$ cat config.mk
export PLATFORM = sky130hd
export DESIGN_NAME = dsi_packet_rx
export DESIGN_NICKNAME = d
export VERILOG_FILES = /design/src/rtl/dsi_packet_rx.sv
export SDC_FILE = /design/constraint.sdc
export NUM_CORES = 1
export LEC_CHECK = 0
export ABC_AREA = 1
export BUFFER_PORTS_ARGS = -buffer_cell sky130_fd_sc_hd__buf_2
export CORE_ASPECT_RATIO = 0.7
export CORE_UTILIZATION = 45
export CTS_BUF_LIST = sky130_fd_sc_hd__clkbuf_4 sky130_fd_sc_hd__clkbuf_8
export DETAILED_ROUTE_END_ITERATION = 12
export GPL_TIMING_DRIVEN = 0
export PLACE_DENSITY_LB_ADDON = 0.08
export SLEW_MARGIN = 10
export SYNTH_ARGS = -nofsm -noshare
export SYNTH_HDL_FRONTEND = slang
export SYNTH_SLANG_ARGS = --single-unit
$ cat constraint.sdc
create_clock -name clk -period 6.95 [get_ports clk]
set_input_delay 0.695 -clock clk [delete_from_list [all_inputs] [get_ports clk]]
set_output_delay 0.695 -clock clk [all_outputs]
set_load 0.02 [all_outputs]
$ cat src/rtl/dsi_packet_rx.sv
// Byte-serial MIPI DSI packet receiver: header parse with Hamming ECC correction,
// long-packet payload streaming and CRC-16 check. All outputs are registered.
module dsi_packet_rx #(
  parameter bit          ECC_CORRECT = 1'b1,
  parameter int unsigned MAX_WC      = 4096,
  parameter bit          CRC_ZERO_OK = 1'b1
) (
  input  logic        clk,
  input  logic        reset,
  input  logic        in_valid,
  input  logic [7:0]  in_data,
  input  logic        in_sot,
  input  logic        in_eot,
  output logic        hdr_valid,
  output logic [1:0]  hdr_vc,
  output logic [5:0]  hdr_dt,
  output logic [15:0] hdr_wc,
  output logic        hdr_long,
  output logic        ecc_corr,
  output logic        ecc_err,
  output logic        wc_err,
  output logic        pl_valid,
  output logic [7:0]  pl_data,
  output logic        pl_last,
  output logic        pkt_done,
  output logic        crc_ok,
  output logic        err_trunc
);

  typedef enum logic [2:0] {StIdle, StHdr, StPayload, StCrc, StSkip} state_e;

  // Parity coverage masks over D[23:0]; bit i of PkM set when data bit i feeds ECC bit k.
  localparam logic [23:0] P0M = 24'hF12CB7;
  localparam logic [23:0] P1M = 24'hF2555B;
  localparam logic [23:0] P2M = 24'h749A6D;
  localparam logic [23:0] P3M = 24'hB8E38E;
  localparam logic [23:0] P4M = 24'hDF03F0;
  localparam logic [23:0] P5M = 24'hEFFC00;

  function automatic logic [5:0] ecc_calc(input logic [23:0] d);
    return {^(d & P5M), ^(d & P4M), ^(d & P3M), ^(d & P2M), ^(d & P1M), ^(d & P0M)};
  endfunction

  function automatic logic [15:0] crc_byte(input logic [15:0] c, input logic [7:0] b);
    logic [15:0] r;
    r = c;
    for (int i = 0; i < 8; i++) begin
      r = (r[0] ^ b[i]) ? ((r >> 1) ^ 16'h8408) : (r >> 1);
    end
    return r;
  endfunction

  state_e      state_q, state_d;
  logic [1:0]  hcnt_q, hcnt_d;
  logic [7:0]  di_q, di_d, wclo_q, wclo_d, wchi_q, wchi_d, crc_lo_q, crc_lo_d;
  logic [15:0] rem_q, rem_d, crc_q, crc_d;

  logic        hdr_valid_q, hdr_valid_d, hdr_long_q, hdr_long_d;
  logic [1:0]  hdr_vc_q, hdr_vc_d;
  logic [5:0]  hdr_dt_q, hdr_dt_d;
  logic [15:0] hdr_wc_q, hdr_wc_d;
  logic        ecc_corr_q, ecc_corr_d, ecc_err_q, ecc_err_d, wc_err_q, wc_err_d;
  logic        pl_valid_q, pl_valid_d, pl_last_q, pl_last_d;
  logic [7:0]  pl_data_q, pl_data_d;
  logic        pkt_done_q, pkt_done_d, crc_ok_q, crc_ok_d, err_trunc_q, err_trunc_d;

  // Header decode, valid when in_data is the ECC byte.
  logic [23:0] hdr_raw, hdr_fix, hdr_sel;
  logic [5:0]  syn;
  logic        col_hit, dec_corr, dec_err, dec_long, dec_wcerr;
  logic [15:0] dec_wc;
  logic [15:0] crc_rx;

  always_comb begin
    hdr_raw = {wchi_q, wclo_q, di_q};
    syn     = ecc_calc(hdr_raw) ^ in_data[5:0];
    hdr_fix = hdr_raw;
    col_hit = 1'b0;
    for (int i = 0; i < 24; i++) begin
      if (syn == {P5M[i], P4M[i], P3M[i], P2M[i], P1M[i], P0M[i]}) begin
        hdr_fix[i] = ~hdr_raw[i];
        col_hit    = 1'b1;
      end
    end
    dec_corr = 1'b0;
    dec_err  = 1'b0;
    if (in_data[7:6] != 2'b00) begin
      dec_err = 1'b1;
    end else if (syn != 6'd0) begin
      if (ECC_CORRECT && ($onehot(syn) || col_hit)) dec_corr = 1'b1;
      else                                          dec_err  = 1'b1;
    end
    hdr_sel   = dec_err ? hdr_raw : hdr_fix;
    dec_long  = hdr_sel[3] & (|hdr_sel[2:0]);
    dec_wc    = hdr_sel[23:8];
    dec_wcerr = !dec_err && dec_long && (32'(dec_wc) > MAX_WC);
    crc_rx    = {in_data, crc_lo_q};
  end

  logic take_b0, trunc;

  always_comb begin
    state_d     = state_q;
    hcnt_d      = hcnt_q;
    di_d        = di_q;
    wclo_d      = wclo_q;
    wchi_d      = wchi_q;
    rem_d       = rem_q;
    crc_d       = crc_q;
    crc_lo_d    = crc_lo_q;
    hdr_valid_d = 1'b0;
    hdr_vc_d    = hdr_vc_q;
    hdr_dt_d    = hdr_dt_q;
    hdr_wc_d    = hdr_wc_q;
    hdr_long_d  = hdr_long_q;
    ecc_corr_d  = 1'b0;
    ecc_err_d   = 1'b0;
    wc_err_d    = 1'b0;
    pl_valid_d  = 1'b0;
    pl_data_d   = pl_data_q;
    pl_last_d   = 1'b0;
    pkt_done_d  = 1'b0;
    crc_ok_d    = 1'b0;
    err_trunc_d = 1'b0;
    take_b0     = 1'b0;
    trunc       = 1'b0;
    if (in_valid) begin
      unique case (state_q)
        StIdle: take_b0 = in_sot;
        StHdr: begin
          if (in_sot || hcnt_q == 2'd0) begin
            take_b0     = 1'b1;
            err_trunc_d = in_sot && (hcnt_q != 2'd0);
          end else if (hcnt_q == 2'd1) begin
            wclo_d = in_data;
            hcnt_d = 2'd2;
            trunc  = in_eot;
          end else if (hcnt_q == 2'd2) begin
            wchi_d = in_data;
            hcnt_d = 2'd3;
            trunc  = in_eot;
          end else begin
            hdr_valid_d = 1'b1;
            hdr_vc_d    = hdr_sel[7:6];
            hdr_dt_d    = hdr_sel[5:0];
            hdr_wc_d    = dec_wc;
            hdr_long_d  = dec_long;
            ecc_corr_d  = dec_corr;
            ecc_err_d   = dec_err;
            wc_err_d    = dec_wcerr;
            crc_d       = 16'hFFFF;
            hcnt_d      = 2'd0;
            if (dec_err || dec_wcerr) begin
              state_d = in_eot ? StIdle : StSkip;
            end else if (!dec_long) begin
              pkt_done_d = 1'b1;
              crc_ok_d   = 1'b1;
              state_d    = in_eot ? StIdle : StHdr;
            end else begin
              state_d = (dec_wc == 16'd0) ? StCrc : StPayload;
              rem_d   = dec_wc;
              trunc   = in_eot;
            end
          end
        end
        StPayload: begin
          if (in_sot) begin
            take_b0     = 1'b1;
            err_trunc_d = 1'b1;
          end else begin
            pl_valid_d = 1'b1;
            pl_data_d  = in_data;
            pl_last_d  = (rem_q == 16'd1);
            crc_d      = crc_byte(crc_q, in_data);
            rem_d      = rem_q - 16'd1;
            if (rem_q == 16'd1) state_d = StCrc;
            hcnt_d = 2'd0;
            trunc  = in_eot;
          end
        end
        StCrc: begin
          if (in_sot) begin
            take_b0     = 1'b1;
            err_trunc_d = 1'b1;
          end else if (hcnt_q == 2'd0) begin
            crc_lo_d = in_data;
            hcnt_d   = 2'd1;
            trunc    = in_eot;
          end else begin
            pkt_done_d = 1'b1;
            crc_ok_d   = (crc_rx == crc_q) || (CRC_ZERO_OK && crc_rx == 16'd0);
            hcnt_d     = 2'd0;
            state_d    = in_eot ? StIdle : StHdr;
          end
        end
        StSkip: begin
          if (in_sot)      take_b0 = 1'b1;
          else if (in_eot) state_d = StIdle;
        end
        default: state_d = StIdle;
      endcase
      // A burst-start byte always opens a fresh header, even mid-packet.
      if (take_b0) begin
        di_d    = in_data;
        hcnt_d  = 2'd1;
        state_d = StHdr;
        trunc   = in_eot;
      end
      if (trunc) begin
        err_trunc_d = 1'b1;
        state_d     = StIdle;
        hcnt_d      = 2'd0;
      end
    end
  end

  always_ff @(posedge clk or negedge reset) begin
    if (!reset) begin
      state_q     <= StIdle;
      hcnt_q      <= 2'd0;
      di_q        <= 8'd0;
      wclo_q      <= 8'd0;
      wchi_q      <= 8'd0;
      rem_q       <= 16'd0;
      crc_q       <= 16'hFFFF;
      crc_lo_q    <= 8'd0;
      hdr_valid_q <= 1'b0;
      hdr_vc_q    <= 2'd0;
      hdr_dt_q    <= 6'd0;
      hdr_wc_q    <= 16'd0;
      hdr_long_q  <= 1'b0;
      ecc_corr_q  <= 1'b0;
      ecc_err_q   <= 1'b0;
      wc_err_q    <= 1'b0;
      pl_valid_q  <= 1'b0;
      pl_data_q   <= 8'd0;
      pl_last_q   <= 1'b0;
      pkt_done_q  <= 1'b0;
      crc_ok_q    <= 1'b0;
      err_trunc_q <= 1'b0;
    end else begin
      state_q     <= state_d;
      hcnt_q      <= hcnt_d;
      di_q        <= di_d;
      wclo_q      <= wclo_d;
      wchi_q      <= wchi_d;
      rem_q       <= rem_d;
      crc_q       <= crc_d;
      crc_lo_q    <= crc_lo_d;
      hdr_valid_q <= hdr_valid_d;
      hdr_vc_q    <= hdr_vc_d;
      hdr_dt_q    <= hdr_dt_d;
      hdr_wc_q    <= hdr_wc_d;
      hdr_long_q  <= hdr_long_d;
      ecc_corr_q  <= ecc_corr_d;
      ecc_err_q   <= ecc_err_d;
      wc_err_q    <= wc_err_d;
      pl_valid_q  <= pl_valid_d;
      pl_data_q   <= pl_data_d;
      pl_last_q   <= pl_last_d;
      pkt_done_q  <= pkt_done_d;
      crc_ok_q    <= crc_ok_d;
      err_trunc_q <= err_trunc_d;
    end
  end

  assign hdr_valid = hdr_valid_q;
  assign hdr_vc    = hdr_vc_q;
  assign hdr_dt    = hdr_dt_q;
  assign hdr_wc    = hdr_wc_q;
  assign hdr_long  = hdr_long_q;
  assign ecc_corr  = ecc_corr_q;
  assign ecc_err   = ecc_err_q;
  assign wc_err    = wc_err_q;
  assign pl_valid  = pl_valid_q;
  assign pl_data   = pl_data_q;
  assign pl_last   = pl_last_q;
  assign pkt_done  = pkt_done_q;
  assign crc_ok    = crc_ok_q;
  assign err_trunc = err_trunc_q;

endmodule

# Word level (Yosys, flattened, before mapping)
# Cells that the tools add are included.
# W data, S select, Z words.
# totals
register_bits	111
in_bits	13
output_inout_bits	42
wordCells	319
# classes
addsub	6
magnitude_cmp	1
eq_ne	49
n_mux	159
bitwise_logic	46
reduce_logical	36
# ops
op	n
$mux W16	18
$reduce_xor A24 Y1	6
$mux W1	110
$eq A6 B6 Y1 const B	13
$pmux W16 S2	2
$eq A6 B5 Y1 const B	7
$mux W3	13
$ne A4 B4 Y1 const B	9
$logic_not A16 Y1	2
$not A1 Y1	28
$mux W24	1
$not A2 Y3	8
$eq A6 B4 Y1 const B	3
$eq A16 B1 Y1 const B	1
$eq A16 B16 Y1	1
$gt A16 B13 Y1 const B	1
$mux W2	8
$sub A16 B1 Y16 const B	1
$pmux W3 S5	1
$reduce_and A5 Y1	3
$ne A2 B2 Y1 const B	6
$reduce_and A11 Y1	1
$reduce_and A4 Y1	2
$reduce_and A8 Y1	1
other kinds (29)	51

# Depth between registers and ports, before layout
# Gate-level depths: netlist of run 1.
# depth
depth_word	46
ltp_mapped	41
mapped_depth_nobuf	38

# Worst setup path after synthesis of run 1
# No wires, ideal clock.
# synth_path
path_kind	register to register
start	register di_q[1]
end	register rem_q[2]
setup_time_ps	124
arrival_time_ps	5131
t_required_ps	6826
slack_ps	1696
path_stages_with_launch	34
n_path_buf	3
period_less_slack_ps	5254
cell_sequence	dfrtp_1 -> buf_2 -> xnor2_1 -> xor2_1 -> xor2_1 -> xor2_1 -> xor2_1 -> inv_1 -> fa_1 -> inv_1 -> fa_1 -> ha_1 -> fa_1 -> nor3b_1 -> o21bai_1 -> nor2_1 -> nand2_1 -> nor2_2 -> nand3_4 -> nand2_4 -> buf_6 -> nand2_1 -> nand2_1 -> nor2_1 -> nand2_1 -> nor2_1 -> nand2_1 -> nand2_1 -> nand2_1 -> nand2_1 -> nand2_2 -> buf_2 -> nand2_1 -> o31ai_2
# synth_via
elab_chain_len	39
elab_cells_between_ends	100
cone_classes	add/sub (4); order compare (1); eq/ne (27); mux (54); bitwise (3); reduce/logical (11)
# synth_rtl
item	line_no	source
start, declared	55	logic [7:0] di_q, di_d, wclo_q, wclo_d, wchi_q, wchi_d, crc_lo_q, crc_lo_d;
start signal, assigned	244	di_q <= di_d;
branches (longest 39 deep; another with $reduce_xor A24 Y1)	-	
end signal, assigned	247	rem_q <= rem_d;
end, declared	56	logic [15:0] rem_q, rem_d, crc_q, crc_d;
# Parallel ways; which one is timed is not known. The select of a mux whose other input is x is not followed.
# A chain may end at the register's enable or synchronous reset.

# Worst setup path after layout of run 1
# layout_path
start	register wchi_q[6]
end	register rem_q[3]
# layout_via
elab_chain_len	39
elab_cells_between_ends	103
cone_classes	add/sub (5); order compare (1); eq/ne (27); mux (54); bitwise (3); reduce/logical (13)
# layout_rtl
item	line_no	source
start, declared	55	
start signal, assigned	246	wchi_q <= wchi_d;
branches (longest 39 deep; another with $reduce_xor A24 Y1)	-	
# Parallel ways; which one is timed is not known. The select of a mux whose other input is x is not followed.

==> results of run 1 <==
==> synth_stat cells (3+ instances only) <==
master    count  area, sq um
buf_6         6         67.6
xor2_1       46          403
nand3_1      54          270
nand2_2       9         56.3
nand2_4       4         45.0
o21ai_0      69          345
a21oi_1      36          180
mux2_2        5         56.3
clkbuf_1     18         67.6
ha_1         11          138
fa_1          3         60.1
inv_1        89          334
dfstp_2      16          420
buf_2        16         80.1
a31oi_1      23          144
nor2_4        3         33.8
dfrtp_1      95         2380
nor2_2        7         43.8
nor4_1        3         18.8
nand4_1      12         75.1
inv_2        21         78.8
nor3_1        6         30.0
xnor2_1      37          324
o31ai_2       6         75.1
o21ai_1       8         40.0
nand2_1     325         1220
nor2_1      139          522
==> layer usage <==
layer / global-route usage (%) / routed length [microns] / part of all wire (%) / vias to the layer above
li1: - / - / - / 3559
met1: 42.2 / 11500 / 54 / 3270
met2: 36.6 / 8640 / 41 / 178
met3: 3.71 / 1050 / 4.9 / 13
met4: 4.72 / 161 / 0.75 / 0
met5: 0 / 0 / 0 / -
==> stage by stage <==
step	instances	hold slack, ns	setup WS (ns)	instance area, sq um	utilization (%)
finish	1380	0.191	0.655	8430	51.2
detailed placement	1364	0.472	0.715	8240	50.1
global placement	1363	0.465	0.696	8200	49.9
floorplan	1084	0.399	1.70	7650	-
CTS	1380	0.181	0.669	8430	51.2
global route	1380	0.194	0.137	8430	51.2
==> worst max-delay path: cells and delay by family (launching register included) <==
kind / cells / cell delay (ns)
xor+xnor: 3 / 0.98
flops: 1 / 0.56
buf+inv: 5 / 0.81
simple gates: 15 / 1.71
compound gates: 3 / 0.46
fa+ha+maj: 4 / 1.65
==> kinds of logic after synthesis <==
logic type      Yosys count  share of synthesized area, %
simple gates            568                          31.0
buf+inv                 153                          8.46
compound gates          150                          11.1
flops                   111                          36.6
xor+xnor                 83                          9.50
fa+ha+maj                14                          2.58
mux                       5                         0.736
==> registers in the layout (all words and copies together) (netlist names), 6 cells and up <==
name / count
crc_q: 16
hdr_wc: 16
rem_q: 16
crc_lo_q: 8
di_q: 8
pl_data: 8
wchi_q: 8
wclo_q: 8
hdr_dt: 6
==> cell type report <==
| class | instances | area (sq um) | area share, % |
|---|---|---|---|
| Multi-Input combinational cell | 820 | 4210 | 50.0 |
| Sequential cell | 111 | 2800 | 33.2 |
| Inverter | 111 | 417 | 4.95 |
| Timing Repair Buffer | 55 | 304 | 3.61 |
| Tap cell | 225 | 282 | 3.34 |
| Buffer | 42 | 230 | 2.73 |
| Clock buffer | 10 | 131 | 1.56 |
| Clock inverter | 6 | 55.1 | 0.653 |
==> worst max path at each step <==
| stage | from | endpoint | slack [ns] | cells after the start |
|---|---|---|---|---|
| floorplan | di_q[1]$_DFFE_PN0P_ | rem_q[2]$_DFFE_PN0P_ | 1.70 | 33 |
| detailed placement | di_q[1]$_DFFE_PN0P_ | err_trunc$_DFF_PN0_ | 0.71 | 30 |
| CTS | wchi_q[6]$_DFFE_PN0P_ | err_trunc$_DFF_PN0_ | 0.67 | 30 |
| finish | wchi_q[6]$_DFFE_PN0P_ | rem_q[3]$_DFFE_PN0P_ | 0.65 | 30 |
| global placement | wchi_q[6]$_DFFE_PN0P_ | err_trunc$_DFF_PN0_ | 0.70 | 30 |
| global route | di_q[1]$_DFFE_PN0P_ | state_q[0]$_DFFE_PN0P_ | 0.14 | 32 |
==> flow_summary.toml, run 1 <==
[floorplanning]
placementRows = 39
core_region_area_sq_mm = 0.0164
start_util_pct = 46.5
ios = 55
die-area_sq_mm = 0.0175
die_h_microns = 111
die_w_microns = 158

[clocking]
cts_setup_buffers = 0
hold_buffers = 0
clkTransAtPathRegs_ns = 0.11
clock_sinks = 111
clock_path_buffers = 2
cts_root_buf = "clkbuf_8"
clk_latency_ns = 0.40
cts_tree = "built"
htree_levels = 3
cts_resized = 0
numCtsBuffers = 9

[flow_run]
maxCapViolCount = 0

[worst_setup_path]
critPathLaunchType = "flop"
endpoint_kind = "flop"
cp_data_arrival_time_ns = 6.60
crit_fanout = 10
r2r_end = "rem_q[3]$_DFFE_PN0P_"
reg2regPathDepth = 30
cp_common_cell = "nand2_1"
critical_path.slowest_cell = "dfrtp_1"
regToRegSetupSlack_ns = 0.65
r2r_start = "wchi_q[6]$_DFFE_PN0P_"
path_class = "reg -> reg"
required_ns = 7.26
slowest_delay_ns = 0.56

[grt]
grt_use_total_pct = 26.2
grt-ovfl-total = 0
grt_pass1_wl_microns = 35000
grt_max_degree = 72
first_global_vias = 6458
antenna_found_initial = 0

[route]
routed_wl_microns = 21300
viasPerCell = 5.09
wl_per_cell_microns = 15.5
drt_pass1_iterations = 5
drc = 0
first_iter_violations = 529
vias = 7020
antenna_left = 0

[sta]
period_share_pct = 90.6
maxSlewViolCount = 0
fmax_mhz = 159
fin_worst_skew_ns = 0.0112
hold_viol = 0
setup_tns_ns = 0
fin_crit_ns = 6.30
setup_violations = 0
slew-limit-headroom_pct = 24.0
worst_pin_slew_ns = 1.14
rsz0062_at_grt = "false"

[synth]
ys_seq_area_share_pct = 36.6
synth_seq_cells = 111
async_reset_ff_share_pct = 100
synth-edff-count = 0
synth_flop_cell = "dfrtp_1"
syn_avg_cell_area_sq_um = 7.06
synth_area_sq_mm = 0.00765
synth.distinct_cells = 40
netlist_instances = 1084
syn_nets = 1111
synth_warnings = 0

[placement]
dpl.hpwl_microns = 16600
port_buffers = 54
gp_congestion = 0.915

[cells_and_area]
syn_to_final_growth_pct = 10.2
final_common_cell = "nand2_1"
drive_gt1_share_pct = 14.7
n_antenna_cell = 0
fin_nets = 1177
fillers = 1688
layout_common_cells = "nand2_1, nor2_1, dfrtp_1"

[min_path]
hold_path.class = "in -> async"

[outcome]
status = "finished clean"
Power of run 1 is left out: the tool's default activity adds up to more than one toggle a clock period on the data nets, which glitch-free logic cannot reach.
==> run 2, diff against run 1 <==
--- a/config.mk
+++ b/config.mk
@@ -8,7 +8,7 @@
 export ABC_AREA = 1
 export BUFFER_PORTS_ARGS = -buffer_cell sky130_fd_sc_hd__buf_2
 export CORE_ASPECT_RATIO = 0.7
-export CORE_UTILIZATION = 45
+export CORE_UTILIZATION = 50
 export CTS_BUF_LIST = sky130_fd_sc_hd__clkbuf_4 sky130_fd_sc_hd__clkbuf_8
 export DETAILED_ROUTE_END_ITERATION = 12
 export GPL_TIMING_DRIVEN = 0
==> constraint.sdc (replaced) <==
create_clock -name clk -period 6.45 [get_ports clk]
set_input_delay 0.645 -clock clk [delete_from_list [all_inputs] [get_ports clk]]
set_output_delay 0.645 -clock clk [all_outputs]
set_load 0.02 [all_outputs]
==> run 2 against run 1 <==
Net effect: largest cell class unchanged; register-to-register slack worse by 0.18 ns; cell count fell by 1.9%; highest routed layer unchanged; clock skew up 0.0086 ns; critical path type unchanged; worst hold slack worse by 0.073 ns; global-route usage rose by 2.5 points; worst setup slack lost 0.18 ns; design area grew 0.45%.
==> flow_summary.toml, run 2 (same netlist as run 1, synthesis figures left out) <==
[route]
antenna_left = 0
routed_wl_microns = 21500
wl_per_cell_microns = 15.9
viasPerCell = 5.31
drt_pass1_iterations = 5
vias = 7190
drc = 0
first_iter_violations = 535

[sta]
setup_ws_ns = 0.474
setup_violations = 0
fin_crit_ns = 5.98
setup_tns_ns = 0
worst_pin_slew_ns = 1.09
fmax_mhz = 167
rsz0062_at_grt = "false"
maxSlewViolCount = 0
period_share_pct = 92.6
fin_worst_skew_ns = 0.0198
hold_viol = 0
slew-limit-headroom_pct = 27.4

[worst_setup_path]
path_class = "reg -> reg"
slowest_delay_ns = 0.52
cp_top_family = "adder cells"
critical_path.slowest_cell = "fa_1"
cp_data_arrival_time_ns = 6.27
required_ns = 6.74
path_buf_inv = 8
critPathLaunchType = "flop"
endpoint_kind = "flop"
cp_common_cell = "nand2_1"
crit_fanout = 10

[placement]
place_area_sq_mm = 0.00820
dpl.hpwl_microns = 16400
port_buffers = 54
pre_cts_ws_ns = 0.102
gp_congestion = 0.945

[min_path]
hold_path.class = "in -> async"

[grt]
grt-ovfl-total = 0
grt_use_total_pct = 28.7
grt_max_degree = 77
grt_pass1_wl_microns = 34700
antenna_found_initial = 0
first_global_vias = 6489

[floorplanning]
core_region_area_sq_mm = 0.0148
die-area_sq_mm = 0.0158
placementRows = 37
ios = 55
die_h_microns = 105
start_util_pct = 51.6
die_w_microns = 150

[cells_and_area]
fin_nets = 1181
layout_common_cells = "nand2_1, nor2_1, dfrtp_1"
drive_gt1_share_pct = 15.9
syn_to_final_growth_pct = 10.6
fillers = 1492
final_common_cell = "nand2_1"
fin_area_sq_mm = 0.00846
n_antenna_cell = 0

[clocking]
htree_levels = 3
cts_root_buf = "clkbuf_8"
clk_latency_ns = 0.41
hold_buffers = 0
clkTransAtPathRegs_ns = 0.13
clock_path_buffers = 2
clock_sinks = 111
numCtsBuffers = 9
cts_tree = "built"

[flow_run]
maxCapViolCount = 0

[outcome]
status = "finished clean"
==> run 2: cell count changes in the layout (fill, tap and decap cells not counted), moves of 2 or more <==
| cell | change |
|---|---|
| buf_4 | +4 |
| clkinv_4 | -2 |
| dfrtp_1 | -2 |
| dfrtp_2 | +2 |
| inv_6 | +3 |
| xnor2_1 | -2 |
| xnor2_2 | +2 |
==> run 2: worst paths after layout <==
check	startpoint	to	slack (ns)	depth (start not counted)
setup reg to reg	di_q[7]$_DFFE_PN0P_	rem_q[2]$_DFFE_PN0P_	0.47	35
hold reg to reg	pl_data[1]$_DFFE_PN0P_	pl_data[1]$_DFFE_PN0P_	0.50	2
min in group clk	pl_data[1]$_DFFE_PN0P_	pl_data[1]$_DFFE_PN0P_	0.50	2
setup / recovery	di_q[7]$_DFFE_PN0P_	rem_q[2]$_DFFE_PN0P_	0.47	35
max in group asynchronous	reset	crc_q[10]$_DFFE_PN1P_	5.58	2
hold / removal	reset	hdr_dt[0]$_DFFE_PN0P_	0.12	1
==> run 2: worst reg2reg max path, delay by kind of cell, from the launching register on <==
family,cells,cell delay [ns]
and+or+nand+nor,16,1.64
DFF,1,0.37
adders and majority gates,4,1.69
buffers and inverters,8,1.03
xor gates and xnor gates,4,0.80
AOI/OAI and AO/OA,3,0.32
==> run 2: repair_timing <==
| item | in CTS | in global routing |
|---|---|---|
| setup endpoints to repair | 0 | 23 |
| gates resized for setup | 0 | 11 |
| buffers inserted | 0 | 4 |
==> run 2: metrics by stage <==
| stage | hold WS (ns) | utilization, % | instances |
|---|---|---|---|
| 5_1_grt | 0.127 | 57.1 | 1354 |
| 4_1_cts | 0.120 | 56.6 | 1350 |
| 3_5_place_dp | 0.474 | 55.4 | 1334 |
| 3_3_place_gp | 0.463 | 55.1 | 1333 |
| 6_report | 0.117 | 57.1 | 1354 |
| 2_1_floorplan | 0.349 | - | 1084 |
==> run 2: final cells by class <==
cell class | count | area, sq um | share of cell area [%]
well taps | 195 | 244 | 2.88
multi-input cells | 820 | 4250 | 50.2
flip-flops and latches | 111 | 2800 | 33.1
clock inverters | 7 | 66.3 | 0.784
clock buffers | 9 | 124 | 1.46
inverters | 111 | 417 | 4.92
repair buffers | 59 | 334 | 3.95
plain buffers | 42 | 230 | 2.72
==> run 2: per-layer routing <==
layer | vias to the layer above | wire [microns] | share of wire [%] | GRT usage, %
li1 | 3573 | - | - | -
met1 | 3342 | 10700 | 50 | 44.6
met2 | 252 | 8960 | 42 | 41.6
met3 | 23 | 1560 | 7.3 | 4.37
met4 | 0 | 224 | 1.0 | 5.92
met5 | - | 0 | 0 | 0
Power of run 2 is left out for the same reason.
==> run 3, diff against run 2 <==
--- a/config.mk
+++ b/config.mk
@@ -8,7 +8,7 @@
 export ABC_AREA = 1
 export BUFFER_PORTS_ARGS = -buffer_cell sky130_fd_sc_hd__buf_2
 export CORE_ASPECT_RATIO = 0.7
-export CORE_UTILIZATION = 50
+export CORE_UTILIZATION = 40
 export CTS_BUF_LIST = sky130_fd_sc_hd__clkbuf_4 sky130_fd_sc_hd__clkbuf_8
 export DETAILED_ROUTE_END_ITERATION = 12
 export GPL_TIMING_DRIVEN = 0
==> run 3 against run 2 <==
Net effect: worst setup slack worse by 0.11 ns; critical path depth decreased by 3; die area grew 25%; register-to-register slack worse by 0.11 ns; clock-buffer cell count rose by 1; design area rose by 0.98%; fmax is 1.8% lower; core utilization is 11 points lower.
==> flow_summary.toml, run 3 (same netlist as run 1, synthesis figures left out) <==
[outcome]
status = "finished clean"

[flow_run]
maxCapViolCount = 0

[worst_setup_path]
required_ns = 6.73
endpoint_kind = "flop"
path_class = "reg -> reg"
startpoint = "di_q[7]$_DFFE_PN0P_"
r2r_end = "rem_q[2]$_DFFE_PN0P_"
cp_data_arrival_time_ns = 6.37
crit_fanout = 10
critPathLaunchType = "flop"
r2r_start = "di_q[7]$_DFFE_PN0P_"
slowest_delay_ns = 0.55
critical_path.slowest_cell = "fa_1"
cp_common_cell = "nand2_1"
regToRegSetupSlack_ns = 0.36
reg2regPathDepth = 32
endpoint = "rem_q[2]$_DFFE_PN0P_"

[clocking]
cts_root_buf = "clkbuf_8"
cts_tree = "built"
hold_buffers = 0
clkTransAtPathRegs_ns = 0.12
clk_latency_ns = 0.40
numCtsBuffers = 9
clock_sinks = 111
clock_path_buffers = 2
htree_levels = 3

[placement]
dpl.hpwl_microns = 17300
gp_congestion = 0.914
port_buffers = 54
place_area_sq_mm = 0.00826
dp_cells = 1376

[cells_and_area]
post-route-util_pct = 46.5
final_common_cell = "nand2_1"
seq_area_sq_mm = 0.00280
multi_input_area_sq_mm = 0.00425
syn_to_final_growth_pct = 11.7
layout_common_cells = "nand2_1, nor2_1, dfrtp_1"
instances_no_fill = 1395
fin_area_sq_mm = 0.00855
drive_gt1_share_pct = 15.9
n_antenna_cell = 0
fillers = 1931
fin_nets = 1181

[route]
viasPerCell = 5.09
first_iter_violations = 527
drt_pass1_iterations = 8
antenna_left = 0
routed_wl_microns = 22200
drc = 0
wl_per_cell_microns = 15.9
vias = 7096

[grt]
grt-ovfl-total = 0
antenna_found_initial = 0
grt_pass1_wl_microns = 35700
first_global_vias = 6432
grt_max_degree = 65
grt_use_total_pct = 23.3

[sta]
fmax_mhz = 164
setup_tns_ns = 0
period_share_pct = 94.4
fin_crit_ns = 6.09
maxSlewViolCount = 0
hold_viol = 0
setup_violations = 0
rsz0062_at_grt = "false"
worst_pin_slew_ns = 1.12
fin_worst_skew_ns = 0.0155
slew-limit-headroom_pct = 24.8

[floorplanning]
die_w_microns = 167
die_h_microns = 118
ios = 55
start_util_pct = 41.6
core_region_area_sq_mm = 0.0184
die-area_sq_mm = 0.0197
placementRows = 41

[min_path]
hold_path.class = "in -> async"
## run 3: what timing repair did
action                                  in CTS  in global routing
endpoints found under the setup margin       0                 24
gates resized for setup                      0                 12
buffers inserted                             0                  3
## run 3: critical path: cells and delay by family, from the launching register on
| family | cells | cell delay [ns] |
|---|---|---|
| xor+xnor | 5 | 1.33 |
| buf+inv | 6 | 0.86 |
| flops | 1 | 0.37 |
| simple gates | 15 | 1.48 |
| fa+ha+maj | 4 | 1.70 |
| compound gates | 2 | 0.21 |
## run 3: layout make-up
class | count | area share, %
Multi-Input combinational cell | 820 | 49.8
Sequential cell | 111 | 32.8
Inverter | 111 | 4.88
Timing Repair Buffer | 59 | 3.91
Tap cell | 236 | 3.46
Buffer | 42 | 2.72
Clock buffer | 10 | 1.61
Clock inverter | 6 | 0.878
## run 3: how the worst min path moves through the flow
stage                              endpoint  depth (start not counted)                    from
floorplan           crc_lo_q[0]$_DFFE_PN0P_                          0                   reset
global placement     pl_data[7]$_DFFE_PN0P_                          2  pl_data[7]$_DFFE_PN0P_
detailed placement   pl_data[0]$_DFFE_PN0P_                          2  pl_data[0]$_DFFE_PN0P_
CTS                   hdr_vc[0]$_DFFE_PN0P_                          1                   reset
global route          hdr_vc[0]$_DFFE_PN0P_                          1                   reset
finish                hdr_vc[0]$_DFFE_PN0P_                          1                   reset
## run 3: through the flow
stage                     setup WS, ns  hold slack (ns)
final                            0.364            0.164
after global routing           0.00723            0.195
after CTS                       0.0697            0.178
after detailed placement         0.134            0.474
after global placement           0.144            0.466
after floorplan                   1.20            0.349
## run 3: per-layer routing
layer	share of wire (%)	global-route usage (%)	routed length, microns
met5	0	0	0
met3	6.1	3.77	1360
met2	40	32.7	8870
met1	53	37.2	11800
met4	0.76	4.13	170
Power of run 3 is left out for the same reason.
